===== config.mk =====
export PLATFORM = sky130hd
export DESIGN_NAME = mem_arbiter
export DESIGN_NICKNAME = d
export VERILOG_FILES = /design/src/rtl/mem_arbiter.sv
export SDC_FILE = /design/constraint.sdc
export NUM_CORES = 1
export LEC_CHECK = 0
export CAP_MARGIN = 20
export CORE_AREA = 2 2 205 207
export DETAILED_ROUTE_END_ITERATION = 10
export DIE_AREA = 0 0 207 209
export DONT_BUFFER_PORTS = 1
export SLEW_MARGIN = 20
export SYNTH_ARGS = -nofsm -noshare
export SYNTH_HDL_FRONTEND = slang
export SYNTH_SLANG_ARGS = --single-unit
export TNS_END_PERCENT = 5

===== constraint.sdc =====
create_clock -name clk -period 6.85 [get_ports clk]
set_input_delay 1.37 -clock clk [delete_from_list [all_inputs] [get_ports clk]]
set_output_delay 1.37 -clock clk [all_outputs]
set_load 0.02 [all_outputs]

===== src/rtl/mem_arbiter.sv =====
// Shares the memory controller's single core-side port between instruction fetch
// and load/store, one latched transaction at a time, with a BUSY-cycle timeout.
module mem_arbiter #(
  parameter int unsigned TIMEOUT = 1024
) (
  input  logic        clk,
  input  logic        reset,
  input  logic        if_req,
  input  logic [63:0] if_addr,
  output logic [63:0] if_rdata,
  output logic        if_ack,
  output logic        if_err,
  input  logic        d_req,
  input  logic        d_we,
  input  logic [63:0] d_addr,
  input  logic [63:0] d_wdata,
  input  logic [1:0]  d_size,
  input  logic        d_unsigned,
  output logic [63:0] d_rdata,
  output logic        d_ack,
  output logic        d_err,
  output logic [63:0] mem_addr,
  output logic [63:0] mem_wdata,
  output logic        mem_we,
  output logic        mem_re,
  output logic [1:0]  mem_size,
  output logic        mem_unsigned,
  input  logic [63:0] mem_rdata,
  input  logic        mem_done,
  output logic        busy
);

  localparam int unsigned CW = (TIMEOUT > 2) ? $clog2(TIMEOUT) : 1;
  localparam logic [CW-1:0] LAST = CW'(TIMEOUT - 1);

  typedef enum logic [1:0] {IDLE, BUSY, RESP} state_t;

  state_t        state, state_nx;
  logic          last_d;   // 1 when data port was granted last
  logic          grant_d;
  logic          we_q;
  logic          err_q;
  logic [63:0]   rdata_q;
  logic [CW-1:0] cnt;
  logic          pick_d;
  logic          timed_out;

  // Tie goes to whichever port was not served last.
  assign pick_d    = d_req & (~if_req | ~last_d);
  assign timed_out = (cnt == LAST);

  always_comb begin
    state_nx = state;
    unique case (state)
      IDLE:    if (if_req | d_req) state_nx = BUSY;
      BUSY:    if (mem_done | timed_out) state_nx = RESP;
      RESP:    state_nx = IDLE;
      default: state_nx = IDLE;
    endcase
  end

  always_ff @(posedge clk or posedge reset) begin
    if (reset) state <= IDLE;
    else       state <= state_nx;
  end

  always_ff @(posedge clk or posedge reset) begin
    if (reset) begin
      last_d       <= 1'b0;
      grant_d      <= 1'b0;
      we_q         <= 1'b0;
      err_q        <= 1'b0;
      rdata_q      <= '0;
      cnt          <= '0;
      mem_addr     <= '0;
      mem_wdata    <= '0;
      mem_size     <= '0;
      mem_unsigned <= 1'b0;
    end else begin
      unique case (state)
        IDLE: begin
          if (if_req | d_req) begin
            grant_d <= pick_d;
            cnt     <= '0;
            if (pick_d) begin
              mem_addr     <= d_addr;
              mem_wdata    <= d_wdata;
              we_q         <= d_we;
              mem_size     <= d_size;
              mem_unsigned <= d_unsigned;
            end else begin
              mem_addr     <= if_addr;
              mem_wdata    <= '0;
              we_q         <= 1'b0;
              mem_size     <= 2'b11;
              mem_unsigned <= 1'b1;
            end
          end
        end
        BUSY: begin
          if (mem_done) begin
            rdata_q <= we_q ? '0 : mem_rdata;
            err_q   <= 1'b0;
          end else if (timed_out) begin
            rdata_q <= '0;
            err_q   <= 1'b1;
          end else begin
            cnt <= cnt + 1'b1;
          end
        end
        RESP:    last_d <= grant_d;
        default: ;
      endcase
    end
  end

  assign busy     = (state != IDLE);
  assign mem_we   = (state == BUSY) &  we_q;
  assign mem_re   = (state == BUSY) & ~we_q;
  assign if_ack   = (state == RESP) & ~grant_d;
  assign d_ack    = (state == RESP) &  grant_d;
  assign if_err   = if_ack & err_q;
  assign d_err    = d_ack & err_q;
  assign if_rdata = rdata_q;
  assign d_rdata  = rdata_q;

endmodule


Word level (Yosys, flattened, before mapping)
Cells that the tools add are included.
{ "totals": {"ff_bits": 211, "input_bits": 265, "out_inout_bits": 266, "wordCells": 58} }
{ "classes": {"reduce_logical": 8, "addsub": 1, "n_mux": 17, "eq_ne": 7, "n_bitwise": 14} }
{ "op_table": {"columns": ["op", "n"], "rows": [
  ["64-bit two-way mux", 5],
  ["10-bit two-way mux", 3],
  ["10-bit case mux with 2 select lines", 1],
  ["10-bit by 1-bit adder with 10-bit output, second input constant", 1],
  ["10-bit == test, second input constant", 1],
  ["2-bit inequality test, second input constant", 4],
  ["1-bit bitwise AND", 7],
  ["2-bit two-way mux", 3],
  ["2-bit AND reduction", 3],
  ["2-bit nonzero test", 3],
  ["1-bit two-way mux", 4],
  ["1-bit inverter", 4],
  ["2-bit case mux with 2 select lines", 1],
  ["4-bit AND reduction", 1],
  ["1-bit bitwise OR", 3],
  ["2-bit by 1-bit == test with 1-bit output, second input constant", 1],
  ["2-bit == test, second input constant", 1],
  ["2-bit logical NOT", 1]
]} }

Logic depth before layout (Yosys ltp)
{ "depth": {"depth_word": 4, "mapped_depth": 8, "mapped_depth_nobuf": 5} }

Least setup slack after synthesis
Ideal clock, no wire load.
{ "synth_timing": {"path_type": "register to output", "from": "reg state[0]", "to": "out d_err", "stages_incl_launch_ff": 4, "path_buffers": 0, "setup_slack_ns": 4.225, "arrival_time_ns": 1.255, "required_ns": 5.480, "path_cell_list": "dfrtp_1 nand2b_1 nor2_1 and2_1"} }
{ "synth_via": {"elab_chain_cells": 3} }
{ "synth_rtl": {"columns": ["element", "line", "rtl"], "rows": [
  ["start: declaration", "38", "state_t state, state_nx;"],
  ["start signal: assignment", "64", "else state <= state_nx;"],
  ["2-bit == test", "121", "assign d_ack = (state == RESP) & grant_d;"],
  ["1-bit bitwise AND", "121", null],
  ["net d_ack", "20", "output logic d_ack,"],
  ["1-bit bitwise AND", "123", "assign d_err = d_ack & err_q;"],
  ["end: declaration", "21", "output logic d_err,"]
]} }
The timed path passes the listed nets, and every way through them passes these cells.

Worst setup path after layout
{ "layout_timing": {"from": "reg state[0]", "to": "out mem_we"} }
{ "layout_via": {"elab_chain_cells": 2} }
{ "layout_rtl": {"columns": ["element", "line", "rtl"], "rows": [
  ["2-bit by 1-bit == test with 1-bit output", "118", "assign mem_we = (state == BUSY) & we_q;"],
  ["1-bit bitwise AND", "118", null],
  ["end: declaration", "24", "output logic mem_we,"]
]} }
No other way between the ends.

==> summary by stage <==
Cells and area
For this run, the post-layout net count is 916. The filler cell count is 4375. The proportion of layout cells with a drive suffix above 1 is 0.0940. The layout overhead on the synthesized area is 10.0%.

Global routing
The first global-routing pass estimated about 39000 um of wire. After global routing the overflow that remains totals 0. Across every metal layer, demand over resource in global routing totals 0.118. The number of global-route vias before repair is 5736.

Entering global routing, the biggest net connects ~130 pins. The initial antenna violation count is 5.

Yosys
The sequential fraction of the synthesis area is 0.594. The number of nets in the synthesized netlist is 996. Yosys attributes the largest share of cell area to sky130_fd_sc_hd__dfrtp_1, sky130_fd_sc_hd__a22o_1, sky130_fd_sc_hd__mux2i_1. The synthesized instance count is 730. The library cell with the largest summed area after synthesis is sky130_fd_sc_hd__dfrtp_1. The Yosys step of the flow raised 0 warnings. In the synthesized netlist the dominant register cell turns out to be sky130_fd_sc_hd__dfrtp_1. The portion of synthesized area spent on multiplexers is 0.0743.

The largest family of logic cells by synthesized area is compound AO/OA/AOI/OAI gates. Synthesis inferred 211 register bits. The synthesized area divided by synthesized cell count is 12.2 um^2. In the synthesized netlist the async set-or-reset flop fraction comes to 1.00.

The count of flip-flops with a built-in enable after synthesis is 0. Of the total synthesized cell area, the portion taken by XOR and XNOR cells is 0. The area of the mapped netlist is between 0.008 and 0.009 mm^2. Of the total synthesized cell area, the portion taken by AND, OR, NAND and NOR gates is 0.0519. Of the post-synthesis cell area, the dominant cell type holds 0.594. The count of unique library cells instantiated by Yosys is 36. The fraction of the mapped netlist area in compound gates is 0.186. Of the total synthesized cell area, the portion taken by full adders, half adders and majority gates is 0.00141.

Worst setup path
The required arrival time at the worst endpoint is 5.48 ns. STA classifies the critical path startpoint as a flip-flop. At the worst endpoint, the arrival time is between 2 and 2.5 ns. Of all nets on the critical path, the largest fanout is 12. The kind of critical path is reg -> out. The worst setup path is captured at a primary output.

Timing
The worst path setup slack after routing is 3.33 ns. Setup repair after global routing left no endpoint under its margin. The routed design could run at a clock period as short as between 3 and 4 ns. Setup violations remaining at the end of the flow were counted as 0. For the pin with the worst max-slew slack, the measured transition is 1.06 ns. The maximum achievable frequency is 284 MHz. The clock skew after layout is 0.0176 ns.

The final count of hold timing violations was 0. The headroom to the max-slew limit is 0.294. In the finished design, the share of the clock period the worst path needs comes to 0.514.

The number of max-slew violations in the final report is 0. The total negative slack for setup checks is 0 ns.

Floorplanning
In this run the core area contains 75 standard-cell rows. The initial standard-cell utilization of the core is 0.215. The die covers around 0.043 mm^2. The overall die height is between 200 and 250 um. The floorplan step set the die width to 207 um. Pin placement for this block handled roughly 530 I/O pins. The region available for standard cell placement spans around 0.041 mm^2.

Detailed routing
The via count normalized by instance count is 4.56. The final wirelength is 27000 um. The total vias in the final route is 5530. The detail route stage leaves a number of antenna-violating nets equal to 0. The routed wirelength normalized by instance count is around 22 um. In the routed design, unresolved DRC markers number 0. The number of DRC markers after the initial detailed-route iteration is 375. The number of optimization iterations in the first detailed-route pass is 4.

Placement
Input and output buffers added on the ports amount to 0. The detailed-placement wirelength estimate is 19900 um. The post-place setup slack is roughly 3.3 ns. The congestion estimate from routability-driven global placement came to 0.928.

Hold path
The classification of the worst-slack hold path is reg -> reg.

Clock tree
Buffers inserted during clock tree synthesis total 26. After clock tree synthesis, the repair step resized 0 gates. The tree is rooted in a sky130_fd_sc_hd__clkbuf_16. After clock tree synthesis, the flow added hold-fix buffers numbering 0. The setup fix buffers added after clock tree synthesis is 0. No sink is reached through more buffers than the 3 on the longest clock path.

The clock latency on the worst-skew pair is between 0.5 and 0.6 ns. The level count of the clock H-tree is 1. The clock net in this run drives a total of 211 sinks. TritonCTS built the clock tree.

After clock tree synthesis, the clock-pin slew on the worst setup and hold paths is approximately 0.06 ns.

Pwr
The highest ir drop seen on vdd is roughly 0.24 mV. For this design the static power due to leakage is 4.45 nW. For this design the ratio of total power to cell area is 566 mW/mm^2.

Status
The flow ran to the end, and the final reports show no timing, DRC or antenna violations.

Job
Max-cap violations in this run came to 0.
[flip-flops by register name, indices dropped and copies added, names as in the netlist]
signal	cells
last_d	1
mem_unsigned	1
mem_wdata	64
mem_addr	64
d_rdata	64
we_q	1
state	2
mem_size	2
grant_d	1
cnt	10
err_q	1
[power by group]
group	switching, mW	internal (mW)	leakage (nW)
Clock	0.568	0.859	0.434
Combinational	0.453	0.411	1.34
Sequential	1.47	1.78	2.67
[stage by stage]
stage | cell area (um^2) | hold slack (ns) | util | cells | total power [mW]
floorplan | 8900 | 0.450 | - | 730 | 4.02
global placement | 8880 | 0.514 | 0.215 | 1161 | 4.11
detailed placement | 8880 | 0.525 | 0.215 | 1161 | 4.15
CTS | 9780 | 0.536 | 0.237 | 1209 | 5.63
global route | 9780 | 0.553 | 0.237 | 1211 | 5.83
finish | 9790 | 0.536 | 0.237 | 1212 | 5.54
[Yosys cell counts (2+ instances only)]
cell and instances:
sky130_fd_sc_hd__inv_1 7, sky130_fd_sc_hd__a31oi_1 9, sky130_fd_sc_hd__dfrtp_1 211, sky130_fd_sc_hd__nand4_1 2
sky130_fd_sc_hd__mux2i_1 66, sky130_fd_sc_hd__nor3_1 5, sky130_fd_sc_hd__and2_1 6, sky130_fd_sc_hd__buf_6 6
sky130_fd_sc_hd__nand2_1 72, sky130_fd_sc_hd__o21ai_0 2, sky130_fd_sc_hd__nand2b_1 3, sky130_fd_sc_hd__buf_4 75
sky130_fd_sc_hd__o21ai_1 66, sky130_fd_sc_hd__a22o_1 129, sky130_fd_sc_hd__and3_1 2, sky130_fd_sc_hd__buf_2 29
sky130_fd_sc_hd__a21oi_1 5, sky130_fd_sc_hd__nand3_1 4, sky130_fd_sc_hd__and4_1 2, sky130_fd_sc_hd__o22a_1 3
sky130_fd_sc_hd__clkbuf_1 5, sky130_fd_sc_hd__nor2_1 7
[cell families after synthesis]
family | count (synthesis)
compound gates | 222
flops | 211
buf+inv | 124
simple gates | 106
mux | 66
fa+ha+maj | 1
[final cells by class]
class / instances / area (um^2) / area share
repair buffers: 8 / 72.6 / 0.00741
well taps: 539 / 674 / 0.0689
flip-flops and latches: 211 / 5280 / 0.540
diodes: 3 / 7.51 / 0.000767
inverters: 8 / 33.8 / 0.00345
multi-input cells: 395 / 2820 / 0.288
clock inverters: 16 / 188 / 0.0192
clock buffers: 32 / 713 / 0.0729
[worst max-delay path: stages, from the launching register on]
cell and delay, ns:
sky130_fd_sc_hd__dfrtp_1 0.47, sky130_fd_sc_hd__nor2b_1 0.79, sky130_fd_sc_hd__and2_1 0.36
[cells in the final DEF, fill, tap and decap left out, drive strengths merged, types with 3 or more instances in the layout]
cell type and count:
clkbuf 32, o21ai 69, nor3 5, buf 8
nand3 4, bufinv 3, dfrtp 211, nand2 72
nor2 7, a22o 129, diode 3, mux2i 66
inv 9, and2 6, clkinv 7, clkinvlp 5
o22a 3, a31oi 9, a21oi 5, nand2b 4
[worst paths after layout]
kind / startpoint / endpoint / slack [ns] / cells after the start
min reg2reg: cnt[3] / cnt[3] / 0.54 / 1
max in group asynchronous: reset / mem_addr[52] / 4.79 / 2
min in group asynchronous: reset / mem_wdata[12] / 0.82 / 1
min: cnt[3] / cnt[3] / 0.54 / 1
max: state[0] / mem_we / 3.33 / 2
max reg2reg: last_d / mem_wdata[44] / 4.27 / 5
[routing by layer]
metal	global-route usage	wire length, um	up-vias
met3	0.0349	2300	68
li1	-	-	2425
met4	0.0643	1250	4
met1	0.129	9580	2666
met2	0.207	13800	367
met5	0	26	-
(Power assumes the default switching activity.)
